<file path="config.mk">
export PLATFORM = sky130hd
export DESIGN_NAME = instruction_fetch_unit
export DESIGN_NICKNAME = d
export VERILOG_FILES = /design/src/rtl/ifu_pkg.sv /design/src/rtl/ifu_fifo.sv /design/src/rtl/instruction_fetch_unit.sv
export SDC_FILE = /design/constraint.sdc
export NUM_CORES = 1
export LEC_CHECK = 0
export ABC_AREA = 1
export CAP_MARGIN = 20
export CELL_PAD_IN_SITES_DETAIL_PLACEMENT = 0
export CELL_PAD_IN_SITES_GLOBAL_PLACEMENT = 2
export CORE_MARGIN = 2
export CORE_UTILIZATION = 34
export CTS_CLUSTER_SIZE = 40
export DETAILED_ROUTE_END_ITERATION = 12
export GPL_ROUTABILITY_DRIVEN = 0
export GPL_TIMING_DRIVEN = 1
export HOLD_SLACK_MARGIN = 0.02
export PLACE_DENSITY = 0.82
export SYNTH_ARGS = -nofsm -noshare
export SYNTH_HDL_FRONTEND = slang
export SYNTH_SLANG_ARGS = --single-unit
</file>
<file path="constraint.sdc">
create_clock -name clk -period 2.9 [get_ports clk]
set_input_delay 0.87 -clock clk [delete_from_list [all_inputs] [get_ports clk]]
set_output_delay 0.87 -clock clk [all_outputs]
set_load 0.005 [all_outputs]
</file>
<file path="src/rtl/ifu_pkg.sv">
// Shared types and helpers for the instruction fetch unit and its FIFOs.
package ifu_pkg;

    localparam logic [31:0] NOP_INSTR = 32'h0000_0013;

    typedef struct packed {
        logic [31:0] pc;
        logic [31:0] instr;
        logic        fault;
    } fetch_entry_t;

    typedef enum logic [1:0] {
        ST_RESET_WAIT,
        ST_FETCH,
        ST_DRAIN
    } ifu_state_t;

    function automatic logic [31:0] imem_address(input logic [31:0] pc, input bit word_addressed);
        return word_addressed ? {2'b00, pc[31:2]} : pc;
    endfunction

endpackage

</file>
<file path="src/rtl/ifu_fifo.sv">
// Synchronous FIFO with flush, occupancy count and a registered head entry.
module ifu_fifo #(
    parameter int WIDTH = 32,
    parameter int DEPTH = 4,
    localparam int PW   = (DEPTH > 1) ? $clog2(DEPTH) : 1,
    localparam int CW   = $clog2(DEPTH) + 1
) (
    input  logic             clk,
    input  logic             rst_n,
    input  logic             i_flush,
    input  logic             i_push,
    input  logic [WIDTH-1:0] i_push_data,
    input  logic             i_pop,
    output logic [WIDTH-1:0] o_head,
    output logic [CW-1:0]    o_count
);

    logic [WIDTH-1:0] r_mem [DEPTH];
    logic [PW-1:0]    r_wr_ptr;
    logic [PW-1:0]    r_rd_ptr;
    logic [CW-1:0]    r_count;
    logic             w_pop;

    // Explicit wrap keeps non-power-of-two depths (e.g. 3 outstanding) legal.
    function automatic logic [PW-1:0] wrap_inc(input logic [PW-1:0] p);
        return (32'(p) == 32'(DEPTH - 1)) ? '0 : p + 1'b1;
    endfunction

    assign w_pop = i_pop && (r_count != '0);

    always_ff @(posedge clk or negedge rst_n) begin
        if (!rst_n) begin
            r_mem    <= '{default: '0};
            r_wr_ptr <= '0;
            r_rd_ptr <= '0;
            r_count  <= '0;
        end else if (i_flush) begin
            r_wr_ptr <= '0;
            r_rd_ptr <= '0;
            r_count  <= '0;
        end else begin
            if (i_push) begin
                r_mem[r_wr_ptr] <= i_push_data;
                r_wr_ptr        <= wrap_inc(r_wr_ptr);
            end
            if (w_pop) begin
                r_rd_ptr <= wrap_inc(r_rd_ptr);
            end
            if (i_push && !w_pop) begin
                r_count <= r_count + 1'b1;
            end else if (!i_push && w_pop) begin
                r_count <= r_count - 1'b1;
            end
        end
    end

    assign o_head  = r_mem[r_rd_ptr];
    assign o_count = r_count;

endmodule

</file>
<file path="src/rtl/instruction_fetch_unit.sv">
// Fetch front-end: credit-limited imem issue, prefetch FIFO, redirect with stale-response drop.
// Optional misaligned-redirect fault entry enabled by defining IFU_MISALIGN_CHECK_EN.
module instruction_fetch_unit
    import ifu_pkg::*;
#(
    parameter logic [31:0] BOOT_ADDRESS    = 32'h0000_0000,
    parameter int          DEPTH           = 4,
    parameter int          MAX_OUTSTANDING = 2,
    parameter int          WORD_ADDRESSED  = 1
) (
    input  logic        clk,
    input  logic        reset,
    output logic        imem_req_valid,
    input  logic        imem_req_ready,
    output logic [31:0] imem_addr,
    input  logic        imem_rsp_valid,
    input  logic [31:0] imem_rsp_data,
    input  logic        redirect_valid,
    input  logic [31:0] redirect_pc,
    output logic        if_valid,
    input  logic        if_ready,
    output logic [31:0] if_instr,
    output logic [31:0] if_pc,
    output logic        fetch_fault
);

    localparam int CW = $clog2(DEPTH) + 1;
    localparam int OW = $clog2(MAX_OUTSTANDING) + 1;
`ifdef IFU_MISALIGN_CHECK_EN
    localparam int ENTRY_W = $bits(fetch_entry_t);
`else
    localparam int ENTRY_W = 64;
`endif

    ifu_state_t       r_state;
    ifu_state_t       w_state_nxt;
    logic [31:0]      r_pc;
    logic [OW-1:0]    r_drop_cnt;
    logic [OW-1:0]    w_drop_nxt;
    logic [OW-1:0]    w_outstanding;
    logic [OW-1:0]    w_out_nxt;
    logic [CW-1:0]    w_fifo_count;
    logic [31:0]      w_rsp_pc;
    logic [ENTRY_W-1:0] w_push_data;
    logic [ENTRY_W-1:0] w_head;
    logic             w_req_valid;
    logic             w_accept;
    logic             w_drop;
    logic             w_rsp_keep;
    logic             w_push;
    logic             w_pop;
    logic             w_halt;
    logic [31:0]      w_redirect_target;

    // Outstanding count is the PC queue occupancy: pushed on accept, popped on every response.
    assign w_req_valid = (r_state != ST_RESET_WAIT) && !w_halt
                      && (32'(w_fifo_count) + 32'(w_outstanding) < 32'(DEPTH))
                      && (32'(w_outstanding) < 32'(MAX_OUTSTANDING));
    assign w_accept    = w_req_valid && imem_req_ready;
    assign w_out_nxt   = w_outstanding + OW'(w_accept) - OW'(imem_rsp_valid);
    assign w_drop      = imem_rsp_valid && (r_drop_cnt != '0);
    assign w_rsp_keep  = imem_rsp_valid && (r_drop_cnt == '0) && !redirect_valid;
    assign w_pop       = if_valid && if_ready;

    assign imem_req_valid = w_req_valid;
    assign imem_addr      = imem_address(r_pc, WORD_ADDRESSED != 0);

`ifdef IFU_MISALIGN_CHECK_EN
    logic         r_halt;
    logic         r_fault_pend;
    logic         w_fault_push;
    fetch_entry_t w_entry;
    fetch_entry_t w_head_entry;

    assign w_redirect_target = redirect_pc;
    assign w_halt            = r_halt;
    assign w_fault_push      = r_fault_pend && (r_drop_cnt == '0) && !redirect_valid;
    assign w_push            = w_rsp_keep || w_fault_push;

    always_comb begin
        w_entry.pc    = w_rsp_pc;
        w_entry.instr = imem_rsp_data;
        w_entry.fault = 1'b0;
        if (w_fault_push) begin
            w_entry.pc    = r_pc;
            w_entry.instr = NOP_INSTR;
            w_entry.fault = 1'b1;
        end
    end

    assign w_push_data  = w_entry;
    assign w_head_entry = w_head;
    assign fetch_fault  = if_valid && w_head_entry.fault;

    always_ff @(posedge clk or negedge reset) begin
        if (!reset) begin
            r_halt       <= 1'b0;
            r_fault_pend <= 1'b0;
        end else if (redirect_valid) begin
            r_halt       <= (redirect_pc[1:0] != 2'b00);
            r_fault_pend <= (redirect_pc[1:0] != 2'b00);
        end else if (w_fault_push) begin
            r_fault_pend <= 1'b0;
        end
    end
`else
    assign w_redirect_target = redirect_pc & 32'hFFFF_FFFC;
    assign w_halt            = 1'b0;
    assign w_push            = w_rsp_keep;
    assign w_push_data       = {w_rsp_pc, imem_rsp_data};
    assign fetch_fault       = 1'b0;
`endif

    assign if_valid = (w_fifo_count != '0);
    assign if_pc    = w_head[ENTRY_W-1 -: 32];
    assign if_instr = w_head[ENTRY_W-33 -: 32];

    ifu_fifo #(
        .WIDTH(ENTRY_W),
        .DEPTH(DEPTH)
    ) u_prefetch (
        .clk        (clk),
        .rst_n      (reset),
        .i_flush    (redirect_valid),
        .i_push     (w_push),
        .i_push_data(w_push_data),
        .i_pop      (w_pop),
        .o_head     (w_head),
        .o_count    (w_fifo_count)
    );

    ifu_fifo #(
        .WIDTH(32),
        .DEPTH(MAX_OUTSTANDING)
    ) u_pc_queue (
        .clk        (clk),
        .rst_n      (reset),
        .i_flush    (1'b0),
        .i_push     (w_accept),
        .i_push_data(r_pc),
        .i_pop      (imem_rsp_valid),
        .o_head     (w_rsp_pc),
        .o_count    (w_outstanding)
    );

    always_ff @(posedge clk or negedge reset) begin
        if (!reset) begin
            r_state <= ST_RESET_WAIT;
        end else begin
            r_state <= w_state_nxt;
        end
    end

    // A redirect reloads drop_cnt with the post-edge outstanding count, overriding any drain in progress.
    always_comb begin
        w_state_nxt = r_state;
        w_drop_nxt  = r_drop_cnt;
        if (redirect_valid) begin
            w_drop_nxt = w_out_nxt;
        end else if (w_drop) begin
            w_drop_nxt = r_drop_cnt - 1'b1;
        end
        unique case (r_state)
            ST_RESET_WAIT: w_state_nxt = ST_FETCH;
            ST_FETCH:      if (redirect_valid && (w_out_nxt != '0)) w_state_nxt = ST_DRAIN;
            ST_DRAIN:      if (w_drop_nxt == '0) w_state_nxt = ST_FETCH;
            default:       w_state_nxt = ST_RESET_WAIT;
        endcase
    end

    always_ff @(posedge clk or negedge reset) begin
        if (!reset) begin
            r_pc       <= BOOT_ADDRESS;
            r_drop_cnt <= '0;
        end else begin
            r_drop_cnt <= w_drop_nxt;
            if (redirect_valid) begin
                r_pc <= w_redirect_target;
            end else if (w_accept) begin
                r_pc <= r_pc + 32'd4;
            end
        end
    end

endmodule
</file>
== Word-level counts from Yosys, hierarchy flattened ==
Index checks and enable logic that the tools add are counted.
Cells by class
  add/sub/neg operators: 13
  magnitude comparators: 8
  eq/ne operators: 6
  muxes and demuxes: 32
  bitwise logic cells: 5
  reductions and logical operators: 36
Operators with widths (count)
  bitwise mux 256 bit: 1
  2-to-1 mux 32 bit: 6
  2-to-1 mux 64 bit: 3
  binary-select mux 64 bit (select 2 bit): 1
  demux 64 bit (select 2 bit): 1
  bitwise mux 64 bit: 1
  adder 32 x 3 -> 32 bit, second input constant: 1
  demux 32 bit (select 1 bit): 1
  2-to-1 mux 2 bit: 12
  logical AND 1 bit: 16
  nonzero test 2 bit: 8
  2-to-1 mux 3 bit: 3
  adder 2 x 1 -> 2 bit, second input constant: 3
  equality test 2 bit, second input constant: 3
  greater-or-equal comparator 3 bit, second input constant: 2
  logical NOT 2 bit: 3
  inverter 2 -> 3 bit: 2
  one-hot mux 2 bit (3 select lines): 1
  nonzero test 3 bit: 2
  logical NOT 1 bit: 5
  adder 3 x 2 -> 4 bit: 1
  greater-or-equal comparator 2 bit, second input constant: 2
  < comparator 4 x 3 -> 1 bit, second input constant: 1
  inequality test 2 bit, second input constant: 2
  14 further kinds: 19
Storage, ports and cells
  register bits after elaboration: 367
  input port bits: 70
  output and inout port bits: 99
  logic and storage cells: 115

== Longest topological paths before layout ==
Gate-level depths: netlist of the first run.
  depth after elaboration: 11
  mapped depth: 17
  mapped depth without buffers: 16

== By module ==
Synthesis of the first run repeated with hierarchy kept, for this count alone.
Second synthesis, totals
  cells, all modules: 2139
  area total of the unflattened synthesis: 17159.0 um^2
Modules (own cells, without submodules)
  ifu_fifo at u_prefetch: times used 1, cells each 1309, area each 11324.6 um^2, seq. area each 6581.3 um^2
  ifu_fifo at u_pc_queue: times used 1, cells each 372, area each 3091.7 um^2, seq. area each 1701.6 um^2
  instruction_fetch_unit: times used 1, cells each 458, area each 2742.6 um^2, seq. area each 850.8 um^2

== Least setup slack after synthesis of the first run ==
Ideal clock, no wire load.
  kind: in2reg
  from: input port imem_req_ready
  to: register r_state[1]
  setup time: 0.126 ns
  arrival time: 2.139 ns
  data required time: 2.774 ns
  slack: 0.635 ns
  stages on the path: 13
  buffers on the path: 1
  cell sequence: nand3_4 buf_2 ha_1 inv_1 ha_1 inv_1 nand2_1 nand2_1 nand2_1 nand3_1 nand3_1 nand2_1 o21ai_0
Between the ends
  word-level cells in the longest chain between the ends: 7
  elaborated cells between the ends (all ways): 10
  those cells by class: add/sub: 2; eq/ne: 2; mux: 1; reduce/logical: 5
RTL lines
  start, declared: RTL line instruction_fetch_unit.sv:14  | input logic imem_req_ready,
  logical AND 1 bit *: RTL line instruction_fetch_unit.sv:59  | assign w_accept = w_req_valid && imem_req_ready;
  adder 2 x 1 -> 2 bit *: RTL line instruction_fetch_unit.sv:60  | assign w_out_nxt = w_outstanding + OW'(w_accept) - OW'(imem_rsp_valid);
  subtractor 2 x 1 -> 2 bit *: RTL line instruction_fetch_unit.sv:60
  2-to-1 mux 2 bit or nonzero test 2 bit (tied branches): RTL line instruction_fetch_unit.sv:158, instruction_fetch_unit.sv:165
  logical NOT 2 bit or logical AND 1 bit (tied branches): RTL line instruction_fetch_unit.sv:166, instruction_fetch_unit.sv:165
  inequality test 2 bit (no line)
  AND reduction 2 bit (no line) *
  end signal, assigned: RTL line instruction_fetch_unit.sv:150  | r_state <= w_state_nxt;
  end, declared: RTL line instruction_fetch_unit.sv:35  | ifu_state_t r_state;
Every way passes the cells marked *; elsewhere a longest branch is shown, timed or not.
A chain may end at the register's enable or synchronous reset.

== Worst setup path in the final report of the first run ==
  from: register u_prefetch.r_rd_ptr[0]
  to: output port if_instr[13]
Between the ends
  word-level cells in the longest chain between the ends: 4
RTL lines
  start, declared: RTL line ifu_fifo.sv:20  | logic [PW-1:0] r_rd_ptr;
  start signal, assigned: RTL line ifu_fifo.sv:47  | r_rd_ptr <= wrap_inc(r_rd_ptr);
  inverter 2 -> 3 bit (not written as such): RTL line ifu_fifo.sv:57  | assign o_head = r_mem[r_rd_ptr];
  binary-select mux 64 bit (select 2 bit): RTL line ifu_fifo.sv:57
  2-to-1 mux 64 bit (not written as such) (2 in series): RTL line ifu_fifo.sv:57
  end, declared: RTL line instruction_fetch_unit.sv:22  | output logic [31:0] if_instr,
Every way passes these cells. The select of a mux whose other input is x is not followed.

==> out/results.tsv, run 1 <==
stage	metric	value	unit
yosys	ys_warn_count	0	
route	route.detailed.drc	0	
pwr	power.density	1020	nW/um2
pwr	leakage	0.0105	uW
critical_path	start_kind	flop	
yosys	synth_most_common_cell	nand2_1	
yosys	synth_top_area_frac	0.530	
final_layout	insertedDiodeCount	0	
yosys	yosys-top-cells-area	dfrtp_1 53%, nand2_1 18%, o21ai_0 10%, nor2_1 4.0%, inv_1 3.1%	
final_layout	finalNetCount	2393	
yosys	syn_avg_cell_area	7.81	um2
timing	drv_slew	0	
grt	grt_max_degree	71	
yosys	synth_edf_count	0	
critical_path	cp-startpoint	u_prefetch.r_rd_ptr[0]	
critical_path	path_class	flop to primary output	
clock_network	clk_latency	0.57	ns
grt	overflow	0	
final_layout	ff_latch_area	8840	um2
grt	gr-usage-all-layers	0.210	
yosys	yosys.cell_types.count	29	
yosys	ys_seq_area_frac	0.530	
floorplanning	dieArea	50800	um2
final_layout	post-route-util	0.441	
timing	worst_slew_pin_slew	1.00	ns
grt	grt_pass1_vias	14500	
yosys	yosysTopAreaCell	dfrtp_1	
clock_network	cts_tree	yes	
timing	max_freq	338	MHz
clock_network	holdBufCountCts	0	
yosys	synthTopCellsByCount	809 x nand2_1, 353 x dfrtp_1, 334 x o21ai_0	
timing	setup_slack	-0.0625	ns
timing	clock_skew	0.0207	ns
hold_path	hold_path.class	input port to async pin	
floorplanning	core-area	48600	um2
clock_network	cts_buffers	42	
timing	hold_viol_final	0	
timing	rsz0062_at_grt	yes	
floorplanning	die_y	225	um
place	dpl.hpwl	31900	um
run	max_cap_violations	0	
critical_path	cp_data_required_time	2.03	ns
critical_path	r2r_setup_slack	0.18	ns
route	drt_iter0_markers	992	
timing	fin_crit_sh	1.02	
clock_network	clk_path_buf_depth	3	
timing	hold_ws	0.217	ns
critical_path	r2r-end	r_state[1]	
run_status	status	finished, violations left	
yosys	postSynth.asyncResetShare	1.00	
clock_network	ctsHtreeMaxLevel	2	
place	port_buffers	161	
floorplanning	rows	81	
floorplanning	start_util	0.343	
place	placed_cell_area	19200	um2
clock_network	clk_pin_slew	0.06	ns
critical_path	end_kind	primary output	
yosys	ys_seq_elements	353	
clock_network	cts_num_sinks	353	
critical_path	critPathMaxFanout	6	
final_layout	multi_input_area	7160	um2
final_layout	final_layout_size_suffix_gt1_frac	0.134	
floorplanning	dieWidth	225	um
final_layout	area_growth	28.9	%
critical_path	critical_path.endpoint	if_instr[13]	
timing	finalSetupViolCount	12	
critical_path	r2r-start	u_prefetch.o_count[1]	
timing	slew_headroom	0.326	
timing	fin_crit	2.96	ns
yosys	syn_inst	2133	
clock_network	root_buffer	clkbuf_16	
route	routed_wl	53200	um
route	drt_first_pass_iters	5	
yosys	ys.flop_type	dfrtp_1	
route	vias_per_cell	4.91	
grt	grt_first_pass_wirelength	83000	um
yosys	syn_area	16700	um2
final_layout	fillers	4910	
floorplanning	io-pin-count	169	
route	ant_nets	0	
run_status	violations	negative setup slack	
pwr	ir_drop	0.429	mV
critical_path	arrival	2.09	ns
critical_path	reg2regPathDepth	23	
route	wl_per_cell	18.0	um
route	vias	14600	
final_layout	finalInstanceArea	21500	um2
grt	antenna_found_initial	0	
## critical path, cell delays in order (launching register included)
cell and delay, ns:
dfrtp_4 0.48, buf_12 0.16, buf_12 0.15, clkinv_8 0.07
buf_12 0.14, clkbuf_16 0.17, nor2_1 0.04, o22ai_1 0.15
buf_2 0.16
## worst min-delay path by stage
stage,endpoint,slack [ns]
final,u_prefetch.r_mem[17],0.22
after global routing,u_prefetch.r_mem[16],0.23
after CTS,u_prefetch.r_mem[17],0.22
after detailed placement,u_prefetch.r_mem[164],0.46
after global placement,u_prefetch.r_mem[123],0.46
after floorplan,u_prefetch.r_mem[100],0.44
## flip-flops by register name (all words and copies together), names as in the netlist
| signal | cells |
|---|---|
| u_prefetch.r_rd_ptr | 2 |
| u_pc_queue.o_count | 2 |
| r_drop_cnt | 2 |
| r_pc | 30 |
| r_state | 2 |
| u_pc_queue.r_mem | 60 |
| u_prefetch.r_mem | 248 |
| u_pc_queue.r_rd_ptr | 1 |
| u_pc_queue.r_wr_ptr | 1 |
| u_prefetch.r_wr_ptr | 2 |
| u_prefetch.o_count | 3 |
## layout by cell type, fill, tap and decap left out, drive strengths merged, types with 4 or more instances in the layout
cell / Yosys / final
o21a: 26 / 26
clkdlybuf4s50: 0 / 96
clkbuf: 55 / 84
conb: 1 / 5
clkinv: 1 / 8
nand3: 61 / 61
o21ai: 336 / 336
clkdlybuf4s15: 0 / 13
xor2: 11 / 11
nand2: 810 / 810
inv: 139 / 140
o22ai: 63 / 63
dfrtp: 353 / 353
xnor2: 4 / 4
ha: 11 / 11
nor2: 181 / 181
buf: 73 / 126
## area by class of cell
cell class,count,share of cell area
clock inverter,10,0.00670
inverter,140,0.0257
clock buffer,65,0.0581
multi-input combinational,1516,0.333
timing repair inverter,1,0.000757
tap,622,0.0362
timing repair buffer,257,0.128
sequential,353,0.412
## what timing repair did
item	4_1_cts	5_1_grt
endpoints found under the setup margin	63	71
pin swaps	27	27
cloned	11	6
setup buffers	16	5
gates resized for setup	280	120
## routing by layer
layer	track usage	wire (um)
met1	0.290	24900
met2	0.345	24700
met3	0.0292	2310
met4	0.0573	1220
met5	0	0
## cell families (layout without fill, tap and decap cells)
family                     Yosys count  after routing  synth area share
and+or+nand+nor                   1058           1058             0.246
AOI/OAI and AO/OA                  426            426             0.137
DFF                                353            353             0.530
buffers and inverters              268            473            0.0695
xor gates and xnor gates            15             15           0.00788
adders and majority gates           12             12           0.00946
other                                1              5          0.000225
## power breakdown
group	internal, uW	switching [uW]	total [uW]
registers	6440	1080	7520
clock network	3230	2160	5390
logic	3870	5080	8950
total	13500	8310	21900
## through the flow
stage                     total power [uW]  setup slack [ns]  instances  setup TNS (ns)
after floorplan                      11500             0.635       2137               0
after global placement               15400             0.165       2854               0
after detailed placement             15500             0.164       2854               0
after CTS                            21600            -0.157       2956           -1.11
after global routing                 23400            -0.119       2964           -1.72
final                                21900           -0.0625       2964          -0.359
No activity file was read; power rests on OpenSTA's default activity.
==> run 2, diff against run 1 <==
--- a/config.mk
+++ b/config.mk
@@ -15,7 +15,7 @@
 export DETAILED_ROUTE_END_ITERATION = 12
 export GPL_ROUTABILITY_DRIVEN = 0
 export GPL_TIMING_DRIVEN = 1
-export HOLD_SLACK_MARGIN = 0.02
+export HOLD_SLACK_MARGIN = 0.15
 export PLACE_DENSITY = 0.82
 export SYNTH_ARGS = -nofsm -noshare
 export SYNTH_HDL_FRONTEND = slang
==> constraint.sdc (replaced) <==
create_clock -name clk -period 2.9 [get_ports clk]
set_input_delay 0.87 -clock clk [delete_from_list [all_inputs] [get_ports clk]]
set_output_delay 0.87 -clock clk [all_outputs]
set_load 0.01 [all_outputs]
==> out/results.tsv, run 2 (synthesis gave the netlist of run 1 again) <==
stage	metric	value	unit	change
timing	rsz0062_at_grt	yes		unchanged
floorplanning	dieArea	50800	um2	unchanged
run	max_cap_violations	0		unchanged
route	vias_per_cell	4.92		was 4.91
timing	clock_skew	0.0102	ns	was 0.0207 ns
place	dpl.hpwl	32400	um	was 31900 um
clock_network	cts_buffers	43		was 42
hold_path	hold_path.class	input port to async pin		unchanged
critical_path	r2r_setup_slack	0.56	ns	was 0.18 ns
route	drt_first_pass_iters	5		unchanged
critical_path	start_kind	flop		unchanged
critical_path	critPathMaxFanout	9		was 6
timing	worst_slew_pin_slew	0.898	ns	was 1.00 ns
final_layout	insertedDiodeCount	0		unchanged
critical_path	path_cells	buf_6, buf_12, buf_12, buf_4, o21ai_1, o22ai_1, buf_2		was buf_12, buf_12, clkinv_8, buf_12, clkbuf_16, nor2_1, o22ai_1, buf_2
clock_network	clk_latency	0.56	ns	was 0.57 ns
timing	hold_ws	0.239	ns	was 0.217 ns
grt	grt_max_degree	81		was 71
critical_path	arrival	2.03	ns	was 2.09 ns
route	routed_wl	51500	um	was 53200 um
floorplanning	io-pin-count	169		unchanged
clock_network	holdBufCountCts	0		unchanged
grt	overflow	0		unchanged
clock_network	cts_num_sinks	353		unchanged
clock_network	root_buffer	clkbuf_16		unchanged
critical_path	critical-path-slowest-cell	dfrtp_4		unchanged
clock_network	cts_tree	yes		unchanged
critical_path	critical_path.endpoint	if_instr[28]		was if_instr[13]
critical_path	r2r-start	u_pc_queue.o_count[1]		was u_prefetch.o_count[1]
final_layout	area_growth	27.6	%	was 28.9%
final_layout	finalNetCount	2391		was 2393
timing	hold_viol_final	0		unchanged
floorplanning	dieWidth	225	um	unchanged
final_layout	final_layout_size_suffix_gt1_frac	0.122		was 0.134
critical_path	cp_data_required_time	2.03	ns	about the same
timing	fin_crit_sh	0.998		was 1.02
place	port_buffers	161		unchanged
grt	gr-usage-all-layers	0.205		was 0.210
route	drt_iter0_markers	1105		was 992
timing	max_freq	345	MHz	was 338 MHz
grt	grt_pass1_vias	14400		was 14500
clock_network	clk_path_buf_depth	3		unchanged
route	ant_nets	0		unchanged
critical_path	crit_top_cell	buf_12		unchanged
timing	finalSetupViolCount	0		was 12
final_layout	largest_register_ffs	248		unchanged
final_layout	multi_input_area	6920	um2	was 7160 um2
critical_path	reg2regPathDepth	17		was 23
critical_path	end_kind	primary output		unchanged
final_layout	top_register	u_prefetch.r_mem		unchanged
final_layout	ff_latch_area	8840	um2	unchanged
route	route.detailed.drc	0		unchanged
timing	drv_slew	0		unchanged
final_layout	layout_commonest_cell	nand2_1		unchanged
floorplanning	core-area	48600	um2	unchanged
critical_path	max_stage_delay	0.54	ns	was 0.48 ns
final_layout	final_cell_mix	805 x nand2_1, 351 x dfrtp_1, 264 x o21ai_0		was 800 x nand2_1, 351 x dfrtp_1, 263 x o21ai_0
final_layout	fillers	4912		was 4910
floorplanning	start_util	0.343		unchanged
timing	slew_headroom	0.395		was 0.326
grt	antenna_found_initial	0		unchanged
critical_path	r2r-end	r_state[1]		unchanged
timing	fin_crit	2.90	ns	was 2.96 ns
final_layout	reg_top3	u_prefetch.r_mem: 248 flops, u_pc_queue.r_mem: 60 flops, r_pc: 30 flops		unchanged
floorplanning	rows	81		unchanged
clock_network	ctsHtreeMaxLevel	2		unchanged
pwr	leakage	0.0105	uW	about the same
critical_path	path_class	flop to primary output		unchanged
floorplanning	die_y	225	um	unchanged
run_status	status	complete, no violations		was finished, violations left
pwr	ir_drop	0.477	mV	was 0.429 mV
timing	tns	0	ns	was -0.359 ns
grt	grt_first_pass_wirelength	81500	um	was 83000 um
critical_path	cp-startpoint	u_prefetch.r_rd_ptr[0]		unchanged
pwr	power.density	1030	nW/um2	was 1020 nW/um2
route	wl_per_cell	17.4	um	was 18.0 um
route	vias	14600		about the same
clock_network	clk_pin_slew	0.06	ns	about the same
[run 2: cell count changes in the layout (fill, tap and decap cells not counted), moves of 6 or more]
cell,before,now
o22ai_1,38,45
buf_4,52,46
nor2_4,10,4
o22ai_2,25,18
nor2_2,16,8
clkbuf_1,13,4
clkdlybuf4s15_1,12,2
o21ai_2,25,19
nor2_1,155,169
o21ai_1,44,53
buf_2,36,52
clkbuf_2,13,5
buf_12,23,29
[run 2: layout make-up]
class,instances,share of cell area
flip-flops and latches,353,0.416
repair buffers,255,0.126
inverters,140,0.0256
multi-input cells,1516,0.326
clock buffers,60,0.0608
well taps,622,0.0366
clock inverters,14,0.00930
[run 2: how the worst min path moves through the flow]
stage / start / endpoint / slack (ns)
after floorplan: u_prefetch.r_mem[100] / u_prefetch.r_mem[100] / 0.44
after global placement: u_prefetch.r_mem[98] / u_prefetch.r_mem[98] / 0.46
after detailed placement: u_prefetch.r_mem[178] / u_prefetch.r_mem[178] / 0.46
after CTS: reset / u_prefetch.r_mem[147] / 0.24
after global routing: reset / u_prefetch.r_mem[3] / 0.26
final: reset / u_prefetch.r_mem[147] / 0.24
[run 2: power by group]
part | internal (uW) | leakage (uW) | switching (uW)
combinational | 3680 | 0.00517 | 5100
sequential | 6440 | 0.00460 | 1060
clock | 3530 | 0.000740 | 2120
total | 13700 | 0.0105 | 8280
[run 2: repair_timing]
item,in CTS,in global routing
gates cloned,9,1
pin swaps,16,8
gates resized for setup,323,54
buffers inserted,20,1
endpoints found under the setup margin,63,26
[run 2: worst max-delay path: cells and delay by family (launching register included)]
family | cells | cell delay [ns]
flops | 1 | 0.54
compound gates | 2 | 0.21
buf+inv | 5 | 0.71
[run 2: metrics by stage]
| stage | instance area, um2 | std cells | utilization | total power [uW] | worst slack, ns |
|---|---|---|---|---|---|
| after floorplan | 16700 | 2137 | - | 11800 | 0.635 |
| after global placement | 19300 | 2855 | 0.396 | 15800 | 0.150 |
| after detailed placement | 19300 | 2855 | 0.396 | 15900 | 0.155 |
| after CTS | 21200 | 2958 | 0.436 | 22100 | -0.0919 |
| after global routing | 21300 | 2960 | 0.437 | 23500 | -0.0616 |
| final | 21300 | 2960 | 0.437 | 21900 | 0.00444 |
[run 2: routing by layer]
layer | part of all wire | track usage
met1 | 0.47 | 0.283
met2 | 0.46 | 0.337
met3 | 0.045 | 0.0297
met4 | 0.024 | 0.0575
met5 | 0 | 0
